==> config.mk <==
export PLATFORM = sky130hd
export DESIGN_NAME = mvm_dot_accum_flat
export DESIGN_NICKNAME = d
export VERILOG_FILES = /design/src/rtl/mvm_dot_accum_if.sv /design/src/rtl/mvm_dot_accum.sv /design/src/flat_wrapper.sv
export SDC_FILE = /design/constraint.sdc
export NUM_CORES = 1
export LEC_CHECK = 0
export BUFFER_PORTS_ARGS = -buffer_cell sky130_fd_sc_hd__buf_4
export CORE_MARGIN = 2
export CORE_UTILIZATION = 58
export DETAILED_ROUTE_END_ITERATION = 16
export PLACE_DENSITY = 0.79
export SYNTH_ARGS = -nofsm -noshare
export SYNTH_HDL_FRONTEND = slang
export SYNTH_SLANG_ARGS = --single-unit
==> constraint.sdc <==
create_clock -name clk -period 5.8 [get_ports clk]
set_clock_uncertainty 0.1 [all_clocks]
set_input_delay 0.58 -clock clk [delete_from_list [all_inputs] [get_ports clk]]
set_output_delay 0.58 -clock clk [all_outputs]
set_load 0.005 [all_outputs]
==> src/rtl/mvm_dot_accum_if.sv <==
// Beat/result bundle for mvm_dot_accum: aligned SRAM beats in, FIFO'd dot products out.
// slave = the datapath, master = the controller/SRAM/consumer side driving it.
interface mvm_dot_accum_if #(
  parameter int LANES      = 4,
  parameter int IWIDTH     = 8,
  parameter int OWIDTH     = 32,
  parameter int FIFO_DEPTH = 4
);
  localparam int LW = $clog2(FIFO_DEPTH) + 1;

  logic                     beat_valid;
  logic                     accum_first;
  logic                     accum_last;
  logic [LANES*IWIDTH-1:0]  vec_rdata;
  logic [LANES*IWIDTH-1:0]  mat_rdata;
  logic signed [OWIDTH-1:0] result;
  logic                     result_valid;
  logic                     result_ready;
  logic [LW-1:0]            fifo_level;
  logic                     drop_err;
  logic                     busy;

  modport master (
    output beat_valid, accum_first, accum_last, vec_rdata, mat_rdata, result_ready,
    input  result, result_valid, fifo_level, drop_err, busy
  );

  modport slave (
    input  beat_valid, accum_first, accum_last, vec_rdata, mat_rdata, result_ready,
    output result, result_valid, fifo_level, drop_err, busy
  );
endinterface

==> src/rtl/mvm_dot_accum.sv <==
// Dot-product accumulator behind the MVM controller: LANES MACs per beat, row accumulation, output FIFO.
// Define MVM_ACC_SAT_EN to saturate the accumulator to OWIDTH instead of wrapping.
module mvm_dot_accum #(
  parameter int LANES      = 4,
  parameter int IWIDTH     = 8,
  parameter int OWIDTH     = 32,
  parameter int MEM_LAT    = 1,
  parameter int FIFO_DEPTH = 4
) (
  input logic             clk,
  input logic             rst,
  mvm_dot_accum_if.slave  bus
);
  localparam int PW   = 2 * IWIDTH;
  localparam int SUMW = PW + $clog2(LANES);
  localparam int AW   = ((OWIDTH > SUMW) ? OWIDTH : SUMW) + 1;
  localparam int PTRW = $clog2(FIFO_DEPTH);
  localparam int LW   = PTRW + 1;

  localparam logic signed [AW-1:0] SAT_MAX = {{(AW-OWIDTH+1){1'b0}}, {(OWIDTH-1){1'b1}}};
  localparam logic signed [AW-1:0] SAT_MIN = {{(AW-OWIDTH+1){1'b1}}, {(OWIDTH-1){1'b0}}};

  // strobe alignment with SRAM read data
  logic al_valid, al_first, al_last, dly_busy;

  generate
    if (MEM_LAT == 0) begin : g_nodly
      assign al_valid = bus.beat_valid;
      assign al_first = bus.accum_first;
      assign al_last  = bus.accum_last;
      assign dly_busy = 1'b0;
    end else begin : g_dly
      logic [MEM_LAT-1:0] v_sr, f_sr, l_sr;

      always_ff @(posedge clk or posedge rst) begin
        if (rst) begin
          v_sr <= '0;
          f_sr <= '0;
          l_sr <= '0;
        end else begin
          v_sr[0] <= bus.beat_valid;
          f_sr[0] <= bus.accum_first;
          l_sr[0] <= bus.accum_last;
          for (int i = 1; i < MEM_LAT; i++) begin
            v_sr[i] <= v_sr[i-1];
            f_sr[i] <= f_sr[i-1];
            l_sr[i] <= l_sr[i-1];
          end
        end
      end

      assign al_valid = v_sr[MEM_LAT-1];
      assign al_first = f_sr[MEM_LAT-1];
      assign al_last  = l_sr[MEM_LAT-1];
      assign dly_busy = |v_sr;
    end
  endgenerate

  // stage A: lane products
  logic signed [PW-1:0] prod_c [LANES];
  logic signed [PW-1:0] prod_q [LANES];
  logic                 pa_valid, pa_first, pa_last;

  always_comb begin
    for (int i = 0; i < LANES; i++) begin
      prod_c[i] = PW'($signed(bus.vec_rdata[i*IWIDTH +: IWIDTH]))
                * PW'($signed(bus.mat_rdata[i*IWIDTH +: IWIDTH]));
    end
  end

  always_ff @(posedge clk or posedge rst) begin
    if (rst) begin
      pa_valid <= 1'b0;
      pa_first <= 1'b0;
      pa_last  <= 1'b0;
      for (int i = 0; i < LANES; i++) prod_q[i] <= '0;
    end else begin
      pa_valid <= al_valid;
      pa_first <= al_first;
      pa_last  <= al_last;
      for (int i = 0; i < LANES; i++) prod_q[i] <= prod_c[i];
    end
  end

  // stage B: reduce and accumulate
  logic signed [SUMW-1:0]   sum_c;
  logic signed [AW-1:0]     acc_wide;
  logic signed [OWIDTH-1:0] acc_next;
  logic signed [OWIDTH-1:0] acc_q;
  logic                     push;

  always_comb begin
    sum_c = '0;
    for (int i = 0; i < LANES; i++) sum_c = sum_c + SUMW'(prod_q[i]);
  end

  always_comb begin
    acc_wide = pa_first ? AW'(sum_c) : (AW'(acc_q) + AW'(sum_c));
`ifdef MVM_ACC_SAT_EN
    if (acc_wide > SAT_MAX)
      acc_next = SAT_MAX[OWIDTH-1:0];
    else if (acc_wide < SAT_MIN)
      acc_next = SAT_MIN[OWIDTH-1:0];
    else
      acc_next = acc_wide[OWIDTH-1:0];
`else
    acc_next = acc_wide[OWIDTH-1:0];
`endif
  end

  always_ff @(posedge clk or posedge rst) begin
    if (rst)
      acc_q <= '0;
    else if (pa_valid)
      acc_q <= acc_next;
  end

  assign push = pa_valid & pa_last;

  // output FIFO
  logic signed [OWIDTH-1:0] mem [FIFO_DEPTH];
  logic [PTRW-1:0]          wr_ptr, rd_ptr;
  logic [LW-1:0]            count;
  logic                     full, empty, pop, push_ok;

  assign empty   = (count == '0);
  assign full    = (count == LW'(FIFO_DEPTH));
  assign pop     = ~empty & bus.result_ready;
  // a full FIFO still takes a push when the consumer frees a slot in the same cycle
  assign push_ok = push & (~full | pop);

  always_ff @(posedge clk) begin
    if (push_ok) mem[wr_ptr] <= acc_next;
  end

  always_ff @(posedge clk or posedge rst) begin
    if (rst) begin
      wr_ptr   <= '0;
      rd_ptr   <= '0;
      count    <= '0;
      bus.drop_err <= 1'b0;
    end else begin
      if (push_ok) wr_ptr <= wr_ptr + PTRW'(1);
      if (pop)     rd_ptr <= rd_ptr + PTRW'(1);
      case ({push_ok, pop})
        2'b10:   count <= count + LW'(1);
        2'b01:   count <= count - LW'(1);
        default: count <= count;
      endcase
      if (push & full & ~pop) bus.drop_err <= 1'b1;
    end
  end

  assign bus.result       = empty ? '0 : mem[rd_ptr];
  assign bus.result_valid = ~empty;
  assign bus.fifo_level   = count;
  assign bus.busy         = dly_busy | pa_valid | ~empty;

endmodule

==> src/flat_wrapper.sv <==
// flat-port wrapper written by rule: the top's interface ports become plain ports
module mvm_dot_accum_flat 
#(
  parameter int LANES      = 4,
  parameter int IWIDTH     = 8,
  parameter int OWIDTH     = 32,
  parameter int MEM_LAT    = 1,
  parameter int FIFO_DEPTH = 4
)
  (clk, rst, bus_beat_valid, bus_accum_first, bus_accum_last, bus_vec_rdata, bus_mat_rdata, bus_result_ready, bus_result, bus_result_valid, bus_fifo_level, bus_drop_err, bus_busy);
  mvm_dot_accum_if #(.LANES(LANES), .IWIDTH(IWIDTH), .OWIDTH(OWIDTH), .FIFO_DEPTH(FIFO_DEPTH)) bus_i ();
  input logic clk;
  input logic rst;
  input wire logic [$bits(bus_i.beat_valid)-1:0] bus_beat_valid;
  input wire logic [$bits(bus_i.accum_first)-1:0] bus_accum_first;
  input wire logic [$bits(bus_i.accum_last)-1:0] bus_accum_last;
  input wire logic [$bits(bus_i.vec_rdata)-1:0] bus_vec_rdata;
  input wire logic [$bits(bus_i.mat_rdata)-1:0] bus_mat_rdata;
  input wire logic [$bits(bus_i.result_ready)-1:0] bus_result_ready;
  output wire logic [$bits(bus_i.result)-1:0] bus_result;
  output wire logic [$bits(bus_i.result_valid)-1:0] bus_result_valid;
  output wire logic [$bits(bus_i.fifo_level)-1:0] bus_fifo_level;
  output wire logic [$bits(bus_i.drop_err)-1:0] bus_drop_err;
  output wire logic [$bits(bus_i.busy)-1:0] bus_busy;
  assign bus_i.beat_valid = bus_beat_valid;
  assign bus_i.accum_first = bus_accum_first;
  assign bus_i.accum_last = bus_accum_last;
  assign bus_i.vec_rdata = bus_vec_rdata;
  assign bus_i.mat_rdata = bus_mat_rdata;
  assign bus_i.result_ready = bus_result_ready;
  assign bus_result = bus_i.result;
  assign bus_result_valid = bus_i.result_valid;
  assign bus_fifo_level = bus_i.fifo_level;
  assign bus_drop_err = bus_i.drop_err;
  assign bus_busy = bus_i.busy;
  mvm_dot_accum #(.LANES(LANES), .IWIDTH(IWIDTH), .OWIDTH(OWIDTH), .MEM_LAT(MEM_LAT), .FIFO_DEPTH(FIFO_DEPTH)) u_core (.clk(clk), .rst(rst), .bus(bus_i));
endmodule
Yosys cells after proc, flatten, opt, wreduce, memory -nomap -nowiden
Memories as Yosys holds them, arrays and structs flattened.
Index checks and enable logic that the tools add are counted.
{"block": "op_classes", "eq_ne": 3, "n_reduce_logical": 2, "mux": 5, "n_addsub": 8, "mul": 4, "bitwise_logic": 11}
{"cell": "multiplier 8 x 8 -> 16 bit", "count": 4}
{"cell": "2-to-1 mux 32 bit", "count": 2}
{"cell": "adder 32 x 18 -> 32 bit", "count": 1}
{"cell": "adder 17 x 16 -> 18 bit", "count": 1}
{"cell": "adder 18 x 16 -> 18 bit", "count": 1}
{"cell": "adder 16 x 16 -> 17 bit", "count": 1}
{"cell": "one-hot mux 3 bit (2 select lines)", "count": 1}
{"cell": "AND 1 bit", "count": 5}
{"cell": "adder 2 x 1 -> 2 bit (second input constant)", "count": 2}
{"cell": "adder 3 x 1 -> 3 bit (second input constant)", "count": 1}
{"cell": "== test 3 bit (second input constant)", "count": 1}
{"cell": "zero test 3 bit", "count": 1}
{"cell": "inverter 1 bit", "count": 3}
{"cell": "OR 1 bit", "count": 3}
{"cell": "subtractor 3 x 1 -> 3 bit (second input constant)", "count": 1}
{"cell": "== test 2 x 1 -> 1 bit (second input constant)", "count": 1}
{"cell": "== test 2 bit (second input constant)", "count": 1}
{"cell": "2-to-1 mux 1 bit", "count": 2}
{"cell": "nonzero test 2 bit", "count": 1}
{"block": "totals", "mem_bits_rw": 128, "ff_bits": 110, "in_bits": 70, "memories": 1, "out_inout_bits": 38}
{"name": "u_core.mem", "depth": 4, "width": 32, "rd": 1, "rd_clocked_by_memory_dff": 0, "write_ports": 1, "line": "mvm_dot_accum.sv:121", "rtl": "logic signed [OWIDTH-1:0] mem [FIFO_DEPTH];"}

Depth between registers and ports, before layout
Gate-level depths: netlist of run 1.
{"block": "logic_depth", "depth_word": 7, "ltp_mapped": 24}

Least setup slack after synthesis of run 1
OpenSTA, ideal clock, no wires.
{"block": "synth_timing", "kind": "register to register", "start": "register u_core.prod_q[1] in the netlist's numbering", "end": "memory u_core.mem[0][31] (data pin)", "arrival_time_ps": 5656, "stages_incl_launch_ff": 24, "setup_slack_ps": -265, "t_required_ps": 5391, "path_cell_list": "dfrtp_1 inv_1 fa_1 inv_1 fa_1 ha_1 inv_1 fa_1 nor2b_1 o31a_1 o22ai_2 o31ai_1 a21oi_2 xnor2_2 ha_1 a21o_1 a21o_1 a311o_1 a21o_1 a221oi_2 a21boi_2 nor3_1 nor3_2 xor2_1"}
{"block": "synth_via", "elab_chain_len": 3}
{"element": "from (decl)", "line": "mvm_dot_accum.sv:61", "rtl": "logic signed [PW-1:0] prod_q [LANES];"}
{"element": "adder 18 x 16 -> 18 bit (*)", "line": "mvm_dot_accum.sv:94", "rtl": "for (int i = 0; i < LANES; i++) sum_c = sum_c + SUMW'(prod_q[i]);"}
{"element": "adder 32 x 18 -> 32 bit", "line": "mvm_dot_accum.sv:98", "rtl": "acc_wide = pa_first ? AW'(sum_c) : (AW'(acc_q) + AW'(sum_c));"}
{"element": "2-to-1 mux 32 bit (*)", "line": "mvm_dot_accum.sv:98"}
{"element": "net u_core.acc_wide[31]", "line": "mvm_dot_accum.sv:87", "rtl": "logic signed [AW-1:0] acc_wide;"}
{"element": "to (decl)", "line": "mvm_dot_accum.sv:121"}
Mark *: on every way through the listed nets, which the timed path passes. The rest lies on a longest branch.

Worst setup path in the final report of run 1
Ends and elaborated chain as after synthesis.

==> results.md, run 1 <==
* Status: finished, final reports clean
* Fill count at 2677
* Root Buffer: clkbuf_16
* # DRC at 0
* Crit path required time at 6.05 ns
* Worst-case reg-to-reg path depth at 24
* RSZ-0062 raised after global routing: yes
* Grt peak-use layer: met2
* DR iter-0 viols at 710
* Row cnt at 70
* Synthesized net count at 2489
* Final period utilization at 96.02%
* Vias in the first global route at 15380
* Most frequent cells in the layout: inv_1 (379), fa_1 (254), and2_1 (186)
* FFs w/ async S/R, synth at 46.22%
* DRT antenna net count at 0
* Clk buf depth at 3
* CTS Hold Bufs at 0
* Main flop type after synthesis: edfxtp_1
* Crit path max fanout at 8
* Worst r2r src: u_core.prod_q[1]
* GP Congestion at 0.8837
* Final count of pins violating max slew at 0
* Max-cap check violation count at 0
* H-tree depth at 1
* Initial antenna violation count at 2
* Critical path endpoint category: flip-flop
* M1 GR Usage at 30.77%
* Via count at around 14000
* Sequential area share after synthesis at 30.44%
* WL/cell at 16.39 um
* Post-synth EDFFs at 128
* Worst hold start: bus_accum_last
* # clock sinks at approximately 240
* Type of the worst min-delay path: in -> reg
* # setup viols final at 0
* Die Span Y at 197.3 um
* Vias per inst at ~5.5
* Post-layout min period at 5.569 ns
* FMAX at 179.6 MHz
* Grt met3 use at approximately 2.3%
* Hold endpoint: u_core.al_last
* Final nets at 2627
* Avg Inst Size Synth at 10.89 um2
* Grt total ovfl at 0
* Die Wd at 197.3 um
* Post-synthesis cell area at 21670 um2
* WP data arrival at 5.82 ns
* Synth Warn # at 0
* Total negative slack at 0 ns
* Most common library cell in the layout ignoring fill and taps: inv_1
* Worst-Skew Late Latency at 0.53 ns
* Area delta synth->final at 12.05%
* Syn Inst Count at 1991
* GRT Overall Usage at about a quarter
* Pre-antenna DRT Iters at 5
* First-pass GRT wire length at 74050 um
* Largest net degree at the start of global routing at 61
* Io pins at 108
* Met2 Usage GRT at 41.67%
* R2r setup slk at 0.23 ns
* Worst slew pin tran at 1.035 ns
* Diode count at 0
* Slew HR at 30.97%
* Post-synth cell types at 74
* CP Launch Type: flip-flop
* Starting Density at 59.06%
* CTS Buf Count at 23
* Hold depth at 1
* Share of cells above drive strength 1 at between 10 and 15%
* CP Class: reg -> reg
* Core outline area at 36700 um2
* CTS tree: built
* Final hold violation count at 0
* Count of input and output buffers at roughly 110
* Total Wirelength at 42850 um
* Dpl hpwl at 33850 um
* Die area at 38930 um2
* Worst reg2reg endpoint: u_core.mem[0][31]
* FF+latch count, synth at 238
* Clock transition at path regs at 0.06 ns
## per-layer routing
metal,vias up,routed length (um)
met4,4,1235
li1,6728,-
met2,298,21700
met3,76,1719
met1,7152,18170
met5,-,26
## layout make-up
class	instances	area, um2	area share [%]
multi-input combinational	1338	13750	56.60
sequential	238	6599	27.17
inverter	380	1429	5.884
timing repair buffer	148	1152	4.745
clock buffer	29	628.1	2.586
tap	468	585.6	2.411
clock inverter	13	145.1	0.5977
## Yosys cell counts, types with 4 or more instances
library cell / n / share of area, %
a211oi_1: 7 / 0.24
a21boi_0: 6 / 0.21
a21boi_1: 5 / 0.17
a21o_1: 39 / 1.4
a21oi_1: 53 / 1.2
a31o_2: 5 / 0.20
a31oi_1: 10 / 0.29
and2_1: 188 / 5.4
and3_1: 10 / 0.29
clkbuf_1: 30 / 0.52
dfrtp_1: 110 / 13
edfxtp_1: 128 / 18
fa_1: 255 / 24
ha_1: 173 / 10
inv_1: 380 / 6.6
mux2_2: 23 / 1.2
mux2i_1: 4 / 0.18
mux4_2: 32 / 3.3
nand2_1: 131 / 2.3
nand2b_1: 40 / 1.2
nand3_1: 15 / 0.35
nand4_1: 4 / 0.12
nor2_1: 60 / 1.0
nor2b_1: 11 / 0.32
nor3_1: 16 / 0.37
o21a_1: 19 / 0.66
o21ai_0: 39 / 0.90
o21ai_1: 14 / 0.32
o21bai_1: 6 / 0.21
o311a_1: 5 / 0.23
o31ai_1: 5 / 0.17
o41a_1: 4 / 0.21
or2_2: 5 / 0.14
xnor2_1: 74 / 3.0
xor2_1: 29 / 1.2
## flip-flops by register name (all words and copies together) (netlist names)
register / count
u_core.wr_ptr: 2
u_core.al_last: 1
u_core.al_valid: 1
u_core.bus.fifo_level: 3
u_core.mem: 128
u_core.rd_ptr: 2
u_core.pa_last: 1
u_core.al_first: 1
u_core.pa_first: 1
u_core.acc_q: 32
u_core.bus.drop_err: 1
u_core.pa_valid: 1
u_core.prod_q: 64
## cells by family after synthesis
| family | after synthesis | share of synthesized area [%] |
|---|---|---|
| AO/OA/AOI/OAI | 247 | 7.684 |
| XOR/XNOR | 104 | 4.237 |
| adder cells (fa/ha/maj) | 428 | 33.54 |
| buffers and inverters | 415 | 7.199 |
| flip-flops | 238 | 30.44 |
| multiplexers | 59 | 4.705 |
| AND/OR/NAND/NOR | 500 | 12.20 |
## worst max path at each step
stage                                 from           endpoint  slack (ns)  cells after the start
final                     u_core.prod_q[1]  u_core.mem[0][31]        0.23                     24
after CTS                 u_core.prod_q[1]  u_core.mem[0][31]        0.03                     23
after global routing      u_core.prod_q[1]  u_core.mem[0][27]       -0.09                     25
after global placement    u_core.prod_q[1]  u_core.mem[0][31]       -0.02                     23
after floorplan           u_core.prod_q[1]  u_core.mem[0][31]        0.03                     23
after detailed placement  u_core.prod_q[1]  u_core.mem[0][27]       -0.23                     24
## worst max-delay path: stages (launching register included)
cell	delay [ns]
dfrtp_1	0.32
inv_1	0.05
fa_1	0.53
inv_1	0.05
fa_1	0.49
ha_2	0.19
inv_1	0.06
fa_2	0.37
nor2b_2	0.15
o31a_1	0.20
o22ai_2	0.09
o31ai_2	0.27
a21oi_2	0.13
xnor2_4	0.16
buf_12	0.15
buf_12	0.14
ha_1	0.30
o21ai_2	0.19
a211oi_4	0.10
a221o_1	0.34
o211ai_1	0.27
a21boi_2	0.12
o21a_1	0.19
nor3_2	0.21
xor2_2	0.22
## timing repair
item	4_1_cts	5_1_grt
pin swaps	3	25
buffers inserted	2	3
resized for setup	4	43
hold endpoints to repair	0	0
endpoints found under the setup margin	32	63
## per-stage QoR
stage	utilization, %	hold WS [ns]	worst slack [ns]	instances	instance area, um2
2_1_floorplan	-	0.2312	0.03044	1991	21700
3_3_place_gp	63.36	0.2320	-0.01656	2567	23250
3_5_place_dp	63.36	0.2385	-0.2272	2567	23250
4_1_cts	65.55	0.05378	0.02549	2611	24060
5_1_grt	66.17	0.04816	-0.09389	2614	24280
6_report	66.17	0.06747	0.2310	2614	24280
Power of run 1 is left out: the tool's default activity adds up to more than one toggle a clock period on the data nets, which glitch-free logic cannot reach.
==> run 2, diff against run 1 <==
--- a/config.mk
+++ b/config.mk
@@ -6,10 +6,11 @@
 export NUM_CORES = 1
 export LEC_CHECK = 0
 export BUFFER_PORTS_ARGS = -buffer_cell sky130_fd_sc_hd__buf_4
-export CORE_MARGIN = 2
-export CORE_UTILIZATION = 58
+export CORE_ASPECT_RATIO = 1.4
+export CORE_UTILIZATION = 59
+export CTS_BUF_LIST = sky130_fd_sc_hd__clkbuf_2
 export DETAILED_ROUTE_END_ITERATION = 16
-export PLACE_DENSITY = 0.79
+export PLACE_DENSITY = 0.8
 export SYNTH_ARGS = -nofsm -noshare
 export SYNTH_HDL_FRONTEND = slang
 export SYNTH_SLANG_ARGS = --single-unit
==> run 2 against run 1 <==
  * Final cell count rose by 3.1%
  * Non-clock buffer count is 31 higher
  * Maximum frequency decreased by 0.38%
  * Flip-flop and latch count unchanged
  * Clock-buffer cell count rose by 46
  * Core utilization up 1.5 points
  * Sequential share of layout area down 0.11 points
  * Global-route usage grew 1.6 points
  * Die area is 3.6% lower
  * Wire length rose by 2.3%
  * Worst setup slack worse by 0.021 ns
  * Critical path depth is the same
  * Largest cell class unchanged
==> results.md, run 2 (same netlist as run 1, synthesis figures left out) <==
* Status: finished, final reports clean
* Initial antenna violation count at 1 (-1)
* Met2 Usage GRT at 47.21% (+5.5 points)
* Type of the worst min-delay path: in -> reg
* Fin area at 24380 um2 (+0.39%)
* Die Wd at 164.0 um (-17%)
* FMAX at 178.9 MHz (-0.38%)
* Io pins at 108 (unchanged)
* Largest register FFs at 128 (unchanged)
* Vias in the first global route at 15940 (+3.6%)
* Root Buffer: clkbuf_2
* Total negative slack at 0 ns (unchanged)
* M1 GR Usage at 28.66% (-2.1 points)
* Dpl hpwl at 34790 um (+2.8%)
* Place WS at -0.2345 ns (-0.007346 ns)
* Share of cells above drive strength 1 at 15.85% (+1.7 points)
* H-tree depth at 2 (+1)
* Final count of pins violating max slew at 0 (unchanged)
* GP Congestion at 0.9070 (+2.6%)
* Slew HR at 32.59% (+1.6 points)
* RSZ-0062 raised after global routing: no
* Die Span Y at 228.8 um (+16%)
* Row cnt at 82 (+17%)
* Critical path endpoint category: flip-flop
* Vias per inst at 5.400 (-0.99%)
* Total Wirelength at 43860 um (+2.3%)
* Final nets at 2687 (+2.3%)
* Area taken by multi-input logic gates at 13680 um2 (-0.45%)
* Starting Density at 60.18% (+1.1 points)
* Area delta synth->final at 12.49%
* Grt total ovfl at 0 (unchanged)
* Pre-antenna DRT Iters at 7 (+2)
* WP data arrival at 6.17 ns (+0.35 ns)
* Fill count at 2731 (+2.0%)
* First-pass GRT wire length at 74740 um (+0.93%)
* Most frequent cells in the layout: inv_1 (376), fa_1 (254), and2_1 (187)
* DR iter-0 viols at 645 (-9.2%)
* Worst slew pin tran at 1.011 ns (-0.02424 ns)
* WL/cell at 16.27 um (-0.77%)
* Final period utilization at 96.39% (+0.37 points)
* # DRC at 0 (unchanged)
* CP Launch Type: flip-flop
* Largest register by flop count: u_core.mem
* Crit path max fanout at 4 (-4)
* Post-placement cell area at 23250 um2 (about the same)
* Grt met3 use at 2.432% (+0.18 points)
* Worst-Skew Late Latency at 0.92 ns (+0.39 ns)
* Core outline area at 36010 um2 (-1.9%)
* Clk buf depth at 3 (unchanged)
* CTS Buf Count at 52 (+130%)
* Largest net degree at the start of global routing at 58 (-4.9%)
* Final hold violation count at 0 (unchanged)
* Final Worst Setup Slack at 0.2095 ns (-0.02142 ns)
* Register area at 6599 um2 (unchanged)
* Clock transition at path regs at 0.11 ns (+0.05 ns)
* Grt peak-use layer: met2
* Largest registers: u_core.mem x128, u_core.prod_q x64, u_core.acc_q x32
* Count of input and output buffers at 107 (unchanged)
* CP Class: reg -> reg
* Via count at 14560 (+2.1%)
* CTS tree: built
* Max-cap check violation count at 0 (unchanged)
* # clock sinks at 238 (unchanged)
* Post-layout min period at 5.590 ns (+0.02142 ns)
* # setup viols final at 0 (unchanged)
* Crit path required time at 6.38 ns (+0.33 ns)
* GRT Overall Usage at 25.09% (+1.6 points)
* DRT antenna net count at 0 (unchanged)
* Die area at 37520 um2 (-3.6%)
* Most common library cell in the layout ignoring fill and taps: inv_1
==> run 2: cell count changes in the layout (fill, tap and decap cells not counted), sizes merged, moves of 3 or more <==
| cell | before | now |
|---|---|---|
| bufinv | 2 | 7 |
| clkbuf | 29 | 75 |
| clkinv | 7 | 14 |
| inv | 384 | 381 |
| dlygate4sd3 | 0 | 21 |
| buf | 148 | 158 |
==> run 2: layout make-up <==
class | instances | area share, %
clock buffer | 75 | 1.540
antenna | 1 | 0.01026
inverter | 380 | 5.861
sequential | 238 | 27.07
clock inverter | 23 | 1.196
multi-input combinational | 1338 | 56.13
timing repair buffer | 179 | 5.825
tap | 462 | 2.371
==> run 2: path summary, 6_finish.rpt <==
check / from / to / slack [ns] / cells past startpoint
worst max-delay path: u_core.prod_q[1] / u_core.mem[0][31] / 0.21 / 24
worst min-delay path: bus_mat_rdata[9] / u_core.prod_q[33] / 0.09 / 3
worst max register to register: u_core.prod_q[1] / u_core.mem[0][31] / 0.21 / 24
worst min register to register: u_core.al_first / u_core.pa_first / 0.27 / 0
max in group asynchronous: rst / u_core.prod_q[27] / 4.14 / 4
min in group asynchronous: rst / u_core.acc_q[11] / 0.26 / 3
==> run 2: worst max-delay path, stage by stage (launching register included) <==
cell and delay (ns):
dfrtp_1 0.36, inv_2 0.04, fa_1 0.56, inv_2 0.04, fa_1 0.48, ha_2 0.18
inv_2 0.04, fa_2 0.36, nor2b_2 0.12, o31a_1 0.17, o22ai_2 0.10, o31ai_2 0.25
a21oi_2 0.13, xnor2_4 0.25, buf_6 0.17, ha_4 0.20, a21o_1 0.15, a21o_1 0.18
a311o_1 0.27, a21o_1 0.19, a221oi_2 0.29, a21boi_2 0.12, o21a_1 0.20, nor3_2 0.18
xor2_2 0.23
==> run 2: stage by stage <==
| step | instances | hold WS [ns] | utilization (%) |
|---|---|---|---|
| after floorplan | 1991 | 0.2312 | - |
| after global placement | 2563 | 0.2343 | 64.55 |
| after detailed placement | 2563 | 0.2365 | 64.55 |
| after CTS | 2687 | 0.01576 | 67.17 |
| after global routing | 2696 | 0.008361 | 67.70 |
| final | 2696 | 0.09176 | 67.70 |
==> run 2: layer usage <==
layer / up-vias / part of all wire, %
li1: 6881 / -
met2: 271 / 55
met1: 7312 / 39
met5: - / 0
met4: 0 / 3.7
met3: 95 / 2.9
==> run 2: what timing repair did <==
action	4_1_cts	5_1_grt
setup endpoints to repair	28	54
hold endpoints to repair	70	0
gates resized for setup	6	31
hold buffers	21	0
setup buffers	5	8
pin swaps	8	16
Power of run 2 is left out for the same reason.
